## config.mk

```make
export PLATFORM = sky130hd
export DESIGN_NAME = pic_inta_sequencer
export DESIGN_NICKNAME = d
export VERILOG_FILES = /design/src/rtl/pic_inta_sequencer.sv
export SDC_FILE = /design/constraint.sdc
export NUM_CORES = 1
export LEC_CHECK = 0
export ABC_AREA = 1
export CORE_MARGIN = 2
export CORE_UTILIZATION = 46
export CTS_BUF_LIST = sky130_fd_sc_hd__clkbuf_16
export DETAILED_ROUTE_END_ITERATION = 6
export GPL_ROUTABILITY_DRIVEN = 0
export GPL_TIMING_DRIVEN = 0
export HOLD_SLACK_MARGIN = 0.05
export MAX_ROUTING_LAYER = met4
export PLACE_DENSITY = 0.79
export SYNTH_ARGS = -nofsm -noshare
export SYNTH_HDL_FRONTEND = slang
export SYNTH_SLANG_ARGS = --single-unit
```

## constraint.sdc

```tcl
create_clock -name clk -period 1.8 [get_ports clk]
set_input_delay 0.27 -clock clk [delete_from_list [all_inputs] [get_ports clk]]
set_output_delay 0.27 -clock clk [all_outputs]
set_load 0.005 [all_outputs]
```

## src/rtl/pic_inta_sequencer.sv

```systemverilog
// pic_inta_sequencer: CPU-facing end of the PIC interrupt path.
// Raises INT, sequences the two-pulse INTA handshake, drives the vector and owns the ISR.
//
// state | meaning
// IDLE  | nothing to request; an unsolicited INTA still starts a sequence
// REQ   | INT asserted, waiting for the first INTA pulse
// ACK1  | first INTA low, level latched, ISR bit set
// GAP   | INTA high between the two pulses
// ACK2  | second INTA low, vector driven on the data bus

module pic_inta_sequencer #(
  parameter int VEC_W = 5
) (
  input  logic             clk,
  input  logic             reset_n,
  input  logic [7:0]       IRR_MASKED,
  input  logic [7:0]       ISR_IRR,
  input  logic             INTA_n,
  input  logic             AEOI,
  input  logic             EOI_cmd,
  input  logic             EOI_specific,
  input  logic [2:0]       EOI_level,
  input  logic [VEC_W-1:0] VECTOR_BASE,
  output logic             INT,
  output logic             INTA_1,
  output logic [7:0]       IRR_CLR,
  output logic [7:0]       ISR,
  output logic [VEC_W+2:0] D_OUT,
  output logic             D_OE
);

  typedef enum logic [2:0] {
    IDLE = 3'd0,
    REQ  = 3'd1,
    ACK1 = 3'd2,
    GAP  = 3'd3,
    ACK2 = 3'd4
  } state_t;

  state_t           state, state_nxt;
  logic             meta_q, sync_q, prev_q;
  logic             fall, rise;
  logic [7:0]       below;
  logic             pend;
  logic             ack_spurious;
  logic [2:0]       ack_lvl;
  logic [7:0]       ack_mask;
  logic [7:0]       isr_low;
  logic [7:0]       eoi_clr;
  logic [7:0]       aeoi_clr;
  logic             first_ack;
  logic [2:0]       lvl, lvl_nxt;
  logic             int_nxt;
  logic             inta_1_nxt;
  logic [7:0]       irr_clr_nxt;
  logic [7:0]       isr_nxt;
  logic [VEC_W+2:0] d_out_nxt;
  logic             d_oe_nxt;

  // INTA_n is asynchronous: meta_q absorbs metastability, sync_q/prev_q feed the edge detect
  always_ff @(posedge clk or negedge reset_n) begin
    if (!reset_n) begin
      meta_q <= 1'b1;
      sync_q <= 1'b1;
      prev_q <= 1'b1;
    end else begin
      meta_q <= INTA_n;
      sync_q <= meta_q;
      prev_q <= sync_q;
    end
  end

  assign fall = prev_q & ~sync_q;
  assign rise = ~prev_q & sync_q;

  // Only requests strictly above the highest-priority in-service level may interrupt
  always_comb begin
    below = 8'hFF;
    for (int i = 7; i >= 0; i--) begin
      if (ISR[i]) below = (8'h01 << i) - 8'h01;
    end
    pend = |(IRR_MASKED & below);
  end

  always_comb begin
    ack_spurious = ~|ISR_IRR;
    ack_lvl      = 3'd7;
    for (int i = 7; i >= 0; i--) begin
      if (ISR_IRR[i]) ack_lvl = 3'(i);
    end
    ack_mask = ack_spurious ? 8'h00 : (8'h01 << ack_lvl);
  end

  assign isr_low = ISR & (~ISR + 8'd1);

  always_comb begin
    eoi_clr = 8'h00;
    if (EOI_cmd) eoi_clr = EOI_specific ? (8'h01 << EOI_level) : isr_low;
  end

  always_ff @(posedge clk or negedge reset_n) begin
    if (!reset_n) begin
      state   <= IDLE;
      INT     <= 1'b0;
      INTA_1  <= 1'b0;
      IRR_CLR <= 8'h00;
      ISR     <= 8'h00;
      D_OUT   <= '0;
      D_OE    <= 1'b0;
      lvl     <= 3'd0;
    end else begin
      state   <= state_nxt;
      INT     <= int_nxt;
      INTA_1  <= inta_1_nxt;
      IRR_CLR <= irr_clr_nxt;
      ISR     <= isr_nxt;
      D_OUT   <= d_out_nxt;
      D_OE    <= d_oe_nxt;
      lvl     <= lvl_nxt;
    end
  end

  always_comb begin
    state_nxt = state;
    case (state)
      IDLE: begin
        if (fall)      state_nxt = ACK1;
        else if (pend) state_nxt = REQ;
      end
      REQ: begin
        if (fall)       state_nxt = ACK1;
        else if (!pend) state_nxt = IDLE;
      end
      ACK1:    if (rise) state_nxt = GAP;
      GAP:     if (fall) state_nxt = ACK2;
      ACK2:    if (rise) state_nxt = IDLE;
      default: state_nxt = IDLE;
    endcase
  end

  // EOI/AEOI clears are applied before the acknowledge set so a same-bit set survives
  always_comb begin
    first_ack   = ((state == IDLE) || (state == REQ)) && fall;
    int_nxt     = (state_nxt == REQ);
    inta_1_nxt  = first_ack;
    irr_clr_nxt = first_ack ? ack_mask : 8'h00;
    lvl_nxt     = first_ack ? ack_lvl : lvl;
    d_out_nxt   = D_OUT;
    d_oe_nxt    = D_OE;
    aeoi_clr    = 8'h00;
    if ((state == GAP) && fall) begin
      d_out_nxt = {VECTOR_BASE, lvl};
      d_oe_nxt  = 1'b1;
    end
    if ((state == ACK2) && rise) begin
      d_oe_nxt = 1'b0;
      if (AEOI) aeoi_clr = 8'h01 << lvl;
    end
    isr_nxt = (ISR & ~(eoi_clr | aeoi_clr)) | irr_clr_nxt;
  end

endmodule

```

==> run metrics, run 1 <==
Power Density=about 1200 nW/um^2; Root Buffer=clkbuf_16; CTS Sinks=36; post-CTS resize count=0; Routed WL=a little over 4000 um; # hold bufs at CTS=0; Die Span Y=roughly 66 um; fmax=between 600 and 700 MHz; Core ar.=about 3700 sq um; Tmin final=between 1 and 1.5 ns; R2R Setup Slk=between 0.3 and 0.4 ns; worst flop-to-flop path endpoint=ISR[1]; slew of the pin with the lowest slew margin=between 0.7 and 0.8 ns; Reg clk slew, reported paths=approximately 0.05 ns; crit-path cells=clkdlybuf4s50_1; Num CTS Buffers=5; Cells after Synth=220; Pwr Total=~2.9 mW; Avg Inst Size Synth=8.156 sq um; length in cells of the worst reg-to-reg path=7; Setup Fix Bufs, Post-CTS=0; Overflow after GRT=0; Setup crit end kind=output port; Top delay family on crit path=buffers and inverters; num rows=22; DRC violations left=0; worst-path fanout max=5; total net switching power=0.9125 mW; Reg power frac=around two fifths; most frequent cells in the layout=clkdlybuf4s50_1 (54), nand2_1 (47), inv_1 (36), dfrtp_1 (33), nor2_1 (22); Pint=around 2 mW; distinct cell type count after synthesis=25; Longest Clk Path Bufs=2; Peak VDD IR=~0.66 mV; CTS tree=done; r2r startpoint=sync_q; max-cap violation count=0; Routed Antenna Nets=0; PortBufs=55; fraction of layout cells with a size suffix above 1=12.37%; DR vias=roughly 1600; first-pass detailed-route iteration total=5; Setup TNS Final=0 ns; Worst Path Required=about 1.5 ns; P_leak=approximately 1.3 nW; clock skew=between 0.004 and 0.005 ns; Post-Syn Area=between 1500 and 2000 sq um; Buf/Inv on CP=1; Slew Viols, Final=0; kind of start point of the critical path=flop; final hold violation count=0; first-pass GRT wire length=~6500 um; Ant. Diodes=0; Area growth syn-to-layout=41.63%; Slew Limit Headroom=48.06%; nets@finish=about 310; Initial Util=48.28%; Final Core Density=between 60% and 70%; Die ar.=around 4400 sq um; Hold Crit Class=primary input to async pin; post-synthesis sequential area ratio=50.42%; Synthesized Nets=250; status=finished clean; DR WL/cell=approximately 12 um; commonest non-fill, non-tap cell in the layout=clkdlybuf4s50_1; area post-placement=~2400 sq um; switching share of power=just over 30%; RSZ-0062 raised after global routing=false; clock power share=27.9%; clk_lat worst skew=~0.28 ns; Final Cycle Share=about 83%; vias in the first global route=about 1400; Crit-path slowest cell=clkdlybuf4s50_1; Chip Width=around 66 um; final instance area=about 2500 sq um; initial antenna violation count=0; total track usage=between 20% and 30%; number of synthesized register bits=36; Vias/cell=between 4 and 5; final-report setup violation count=0; Starting DRT DRC Count=between 100 and 150; max incr delay on CP=around 0.53 ns; combinational share of power=between 30% and 40%; Synth Warn #=0; IO Count=57; Worst Path Arrival=between 1 and 1.5 ns; hpwl dp=2980 um; worst hold slack=about 0.07 ns; kind of critical path=flop to output port; largest net degree at the start of global routing=37; H-tree Lvls=2
## registers in the layout (all words and copies together), names as in the netlist
signal / flops
D_OUT: 8
meta_q: 1
prev_q: 1
lvl: 3
ISR: 8
IRR_CLR: 8
sync_q: 1
D_OE: 1
INT: 1
INTA_1: 1
state: 3
## worst reg2reg max path, stage by stage, from the launching register on
cell     delay (ns)
dfstp_2        0.56
nand2_1        0.11
inv_1          0.09
nand3_1        0.09
nor2_1         0.24
nand3_1        0.13
nand3_1        0.10
nand2_1        0.06
## per-stage QoR
step                      cells  worst slack (ns)
after floorplan             220            0.5013
after global placement      323           -0.2789
after detailed placement    323           0.07712
after CTS                   331            0.3082
after global routing        331            0.1452
final                       331            0.3033
## Yosys cell counts
cell / instances / share of area, %
buf_6: 1 / 0.63
or2_2: 1 / 0.35
inv_2: 8 / 1.7
buf_2: 1 / 0.28
nand2_1: 47 / 9.8
dfrtp_1: 33 / 46
nor3_2: 2 / 1.1
a21oi_1: 7 / 2.0
nor2_1: 22 / 4.6
nor2_8: 1 / 1.1
nor3_1: 5 / 1.4
nand3_1: 20 / 5.6
o21a_1: 1 / 0.42
inv_1: 34 / 7.1
nand4_1: 2 / 0.70
o2111ai_1: 1 / 0.49
dfstp_2: 3 / 4.4
o211ai_1: 3 / 1.3
nor2_4: 2 / 1.3
mux2_4: 2 / 1.7
nand2_2: 4 / 1.4
o31ai_1: 1 / 0.42
o21ai_0: 14 / 3.9
mux2_2: 3 / 1.9
o21ai_1: 2 / 0.56
## routing by layer
layer	up-vias	track usage, %	wire length [um]
met5	-	-	0
met4	0	7.653	61
met3	5	4.561	174
met2	52	32.38	1988
met1	755	26.35	1863
li1	823	-	-
## worst max-delay path by stage
| stage | from | to | slack (ns) | cells after the start |
|---|---|---|---|---|
| final | ISR[0] | ISR[0] | 0.30 | 1 |
| after global routing | sync_q | ISR[3] | 0.15 | 7 |
| after CTS | ISR[2] | ISR[2] | 0.31 | 1 |
| after detailed placement | ISR_IRR[0] | ISR[2] | 0.08 | 6 |
| after global placement | reset_n | ISR[7] | -0.28 | 1 |
| after floorplan | prev_q | ISR[7] | 0.50 | 8 |
## cell type report
cell class / instances / area [sq um]
Buffer: 2 / 16.27
Timing Repair Buffer: 55 / 545.5
Tap cell: 48 / 60.06
Inverter: 42 / 157.7
Clock buffer: 5 / 125.1
Clock inverter: 3 / 16.27
Fill cell: 309 / 1175
Sequential cell: 36 / 904.6
Multi-Input combinational cell: 140 / 715.7
## power by group through the flow
stage          clock network, mW  registers [mW]  logic, mW
5_1_grt                    0.869            1.16       1.07
3_5_place_dp                   0            1.15      0.950
6_report                   0.815            1.14      0.968
3_3_place_gp                   0            1.14      0.938
2_1_floorplan                  0            1.15      0.484
4_1_cts                    0.819            1.14      0.970
## cell families after synthesis
kind of cell / count (synthesis) / synth area share, %
buf+inv: 44 / 9.693
mux: 5 / 3.556
compound gates: 29 / 8.996
simple gates: 106 / 27.34
flops: 36 / 50.42
Power figures use the tool's default switching activity.
==> run 2: changes to the inputs <==
==> constraint.sdc (replaced) <==
create_clock -name clk -period 1.45 [get_ports clk]
set_input_delay 0.2175 -clock clk [delete_from_list [all_inputs] [get_ports clk]]
set_output_delay 0.2175 -clock clk [all_outputs]
set_load 0.005 [all_outputs]
==> run metrics, run 2 (synthesized netlist as in run 1, its figures left out) <==
hpwl dp=2980 um (unchanged); failing checks=setup timing; largest net degree at the start of global routing=37 (unchanged); hold_sp=INTA_n; r2r startpoint=prev_q (was sync_q); clock skew=0.003619 ns (was 0.004346 ns); worst hold slack=0.3429 ns (was 0.06996 ns); fmax=between 600 and 700 MHz; Root Buffer=clkbuf_16 (unchanged); kind of critical path=flop to flop (was flop to output port); Post-Place Cells=323 (unchanged); Power Density=1384 nW/um^2 (was 1152 nW/um^2); hold path cells=1; Hold Crit Class=primary input to flop (was primary input to async pin); Worst Path Arrival=1.70 ns (was 1.23 ns); Die ar.=4416 sq um (unchanged); first-pass detailed-route iteration total=4 (was 5); slew of the pin with the lowest slew margin=0.7536 ns (was 0.7791 ns); total track usage=20.77% (was 20.62%); Starting DRT DRC Count=118 (was 129); status=finished with violations (was finished clean); worst flop-to-flop path endpoint=ISR[5] (was ISR[1]); commonest non-fill, non-tap cell in the layout=clkdlybuf4s50_1 (unchanged); Chip Width=66.46 um (unchanged); Slew Limit Headroom=49.76% (was 48.06%); Die Span Y=66.46 um (unchanged); filler instances=284 (was 309); R2R Setup Slk=-0.04 ns (was 0.31 ns); Area growth syn-to-layout=49.86% (was 41.63%); most frequent cells in the layout=clkdlybuf4s50_1 (52), nand2_1 (46), inv_1 (34), dfrtp_1 (32), nor2_1 (18) (was clkdlybuf4s50_1 (54), nand2_1 (47), inv_1 (36), dfrtp_1 (33), nor2_1 (22)); CTS Sinks=36 (unchanged); area post-placement=2400 sq um (unchanged); nets@finish=321 (was 312); vias in the first global route=1422 (was 1416); worst-path fanout max=6 (was 5); Num CTS Buffers=5 (unchanged); max-cap violation count=0 (unchanged); Tmin final=around 1.5 ns; Routed WL=4329 um (was 4088 um); Routed Antenna Nets=0 (unchanged); Overflow after GRT=0 (unchanged); final instance area=2689 sq um (was 2541 sq um); Non-Filler Instances=340 (was 331); setup ws final=-0.04399 ns (was 0.3033 ns); Ant. Diodes=0 (unchanged); kind of start point of the critical path=flop (unchanged); top flop regs=D_OUT: 8 flops, IRR_CLR: 8 flops, ISR: 8 flops (unchanged); Reg clk slew, reported paths=0.05 ns (about the same); hold endpoint=meta_q; initial antenna violation count=0 (unchanged); fraction of layout cells with a size suffix above 1=19.18% (was 12.37%); Setup crit end kind=flop (was output port); length in cells of the worst reg-to-reg path=8 (was 7); Worst Path Required=1.65 ns (was 1.53 ns); Slew Viols, Final=0 (unchanged); Longest Clk Path Bufs=2 (unchanged); PortBufs=55 (unchanged); clk_lat worst skew=0.28 ns (about the same); DRC violations left=0 (unchanged); DR WL/cell=12.73 um (was 12.35 um); Vias/cell=4.974 (was 4.940); final hold violation count=0 (unchanged); Final Cycle Share=103.0%; CTS tree=done (unchanged); IO Count=57 (unchanged); RSZ-0062 raised after global routing=true (was false); first-pass GRT wire length=6534 um (was 6486 um); P_leak=1.365 nW (was 1.263 nW); H-tree Lvls=2 (unchanged); Peak VDD IR=0.8304 mV (was 0.6587 mV); Core ar.=3716 sq um (unchanged); final-report setup violation count=11 (was 0); num rows=22 (unchanged); Initial Util=48.28% (unchanged); DR vias=1691 (was 1635)
-- run 2: cell types whose count changed in the layout (fill, tap and decap cells not counted), sizes merged --
cell	delta
buf	+8
clkdlybuf4s50	-2
dlygate4sd3	+1
dlymetal6s2s	+2
-- run 2: worst max-delay path by stage --
stage                    start  endpoint  depth (start not counted)
floorplan               prev_q    ISR[7]                          8
global placement       reset_n    ISR[7]                          1
detailed placement  ISR_IRR[0]    ISR[2]                          6
CTS                     prev_q    ISR[6]                          8
global route            prev_q    ISR[4]                          8
finish                  prev_q    ISR[5]                          8
-- run 2: timing repair --
item / 4_1_cts / 5_1_grt
pin swaps: 1 / 7
resized for setup: 2 / 18
endpoints found under the hold margin: 33 / 0
buffers inserted: 0 / 8
hold buffers: 1 / 0
setup endpoints to repair: 5 / 19
-- run 2: per-layer routing --
metal	share of wire [%]	global-route usage [%]	wire [um]
met1	43	26.57	1842
met2	50	32.63	2161
met3	5.7	4.561	246
met4	1.8	7.653	78
met5	0	-	0
-- run 2: power breakdown --
part | switching (mW) | leakage, nW | internal, mW
logic | 0.607 | 0.827 | 0.681
registers | 0.175 | 0.462 | 1.25
clock network | 0.385 | 0.0764 | 0.626
-- run 2: critical path, stage by stage (launching register included) --
cell and delay [ns]:
dfstp_2 0.52, inv_2 0.05, nor2_4 0.16, inv_4 0.07, nor2_8 0.16, nand2_4 0.07, nor2_4 0.18, nand2_2 0.09
o21ai_1 0.11
-- run 2: stage by stage --
step	setup TNS, ns	setup WS [ns]	util, %	total power, mW
after detailed placement	-2.147	-0.2204	64.58	2.608
after global placement	-21.67	-0.5764	64.71	2.580
after floorplan	0	0.1513	-	2.022
after CTS	0	0.0005786	68.86	3.639
final	-0.3392	-0.04399	72.36	3.722
after global routing	-1.984	-0.1487	72.36	3.951
-- run 2: final cells by class --
cell class	instances	area [sq um]	share of cell area (%)
well taps	48	60.06	2.234
plain buffers	2	16.27	0.6049
clock buffers	5	125.1	4.653
inverters	42	160.2	5.956
flip-flops and latches	36	905.9	33.69
clock inverters	3	16.27	0.6049
repair buffers	64	633.1	23.55
multi-input cells	140	772.0	28.71
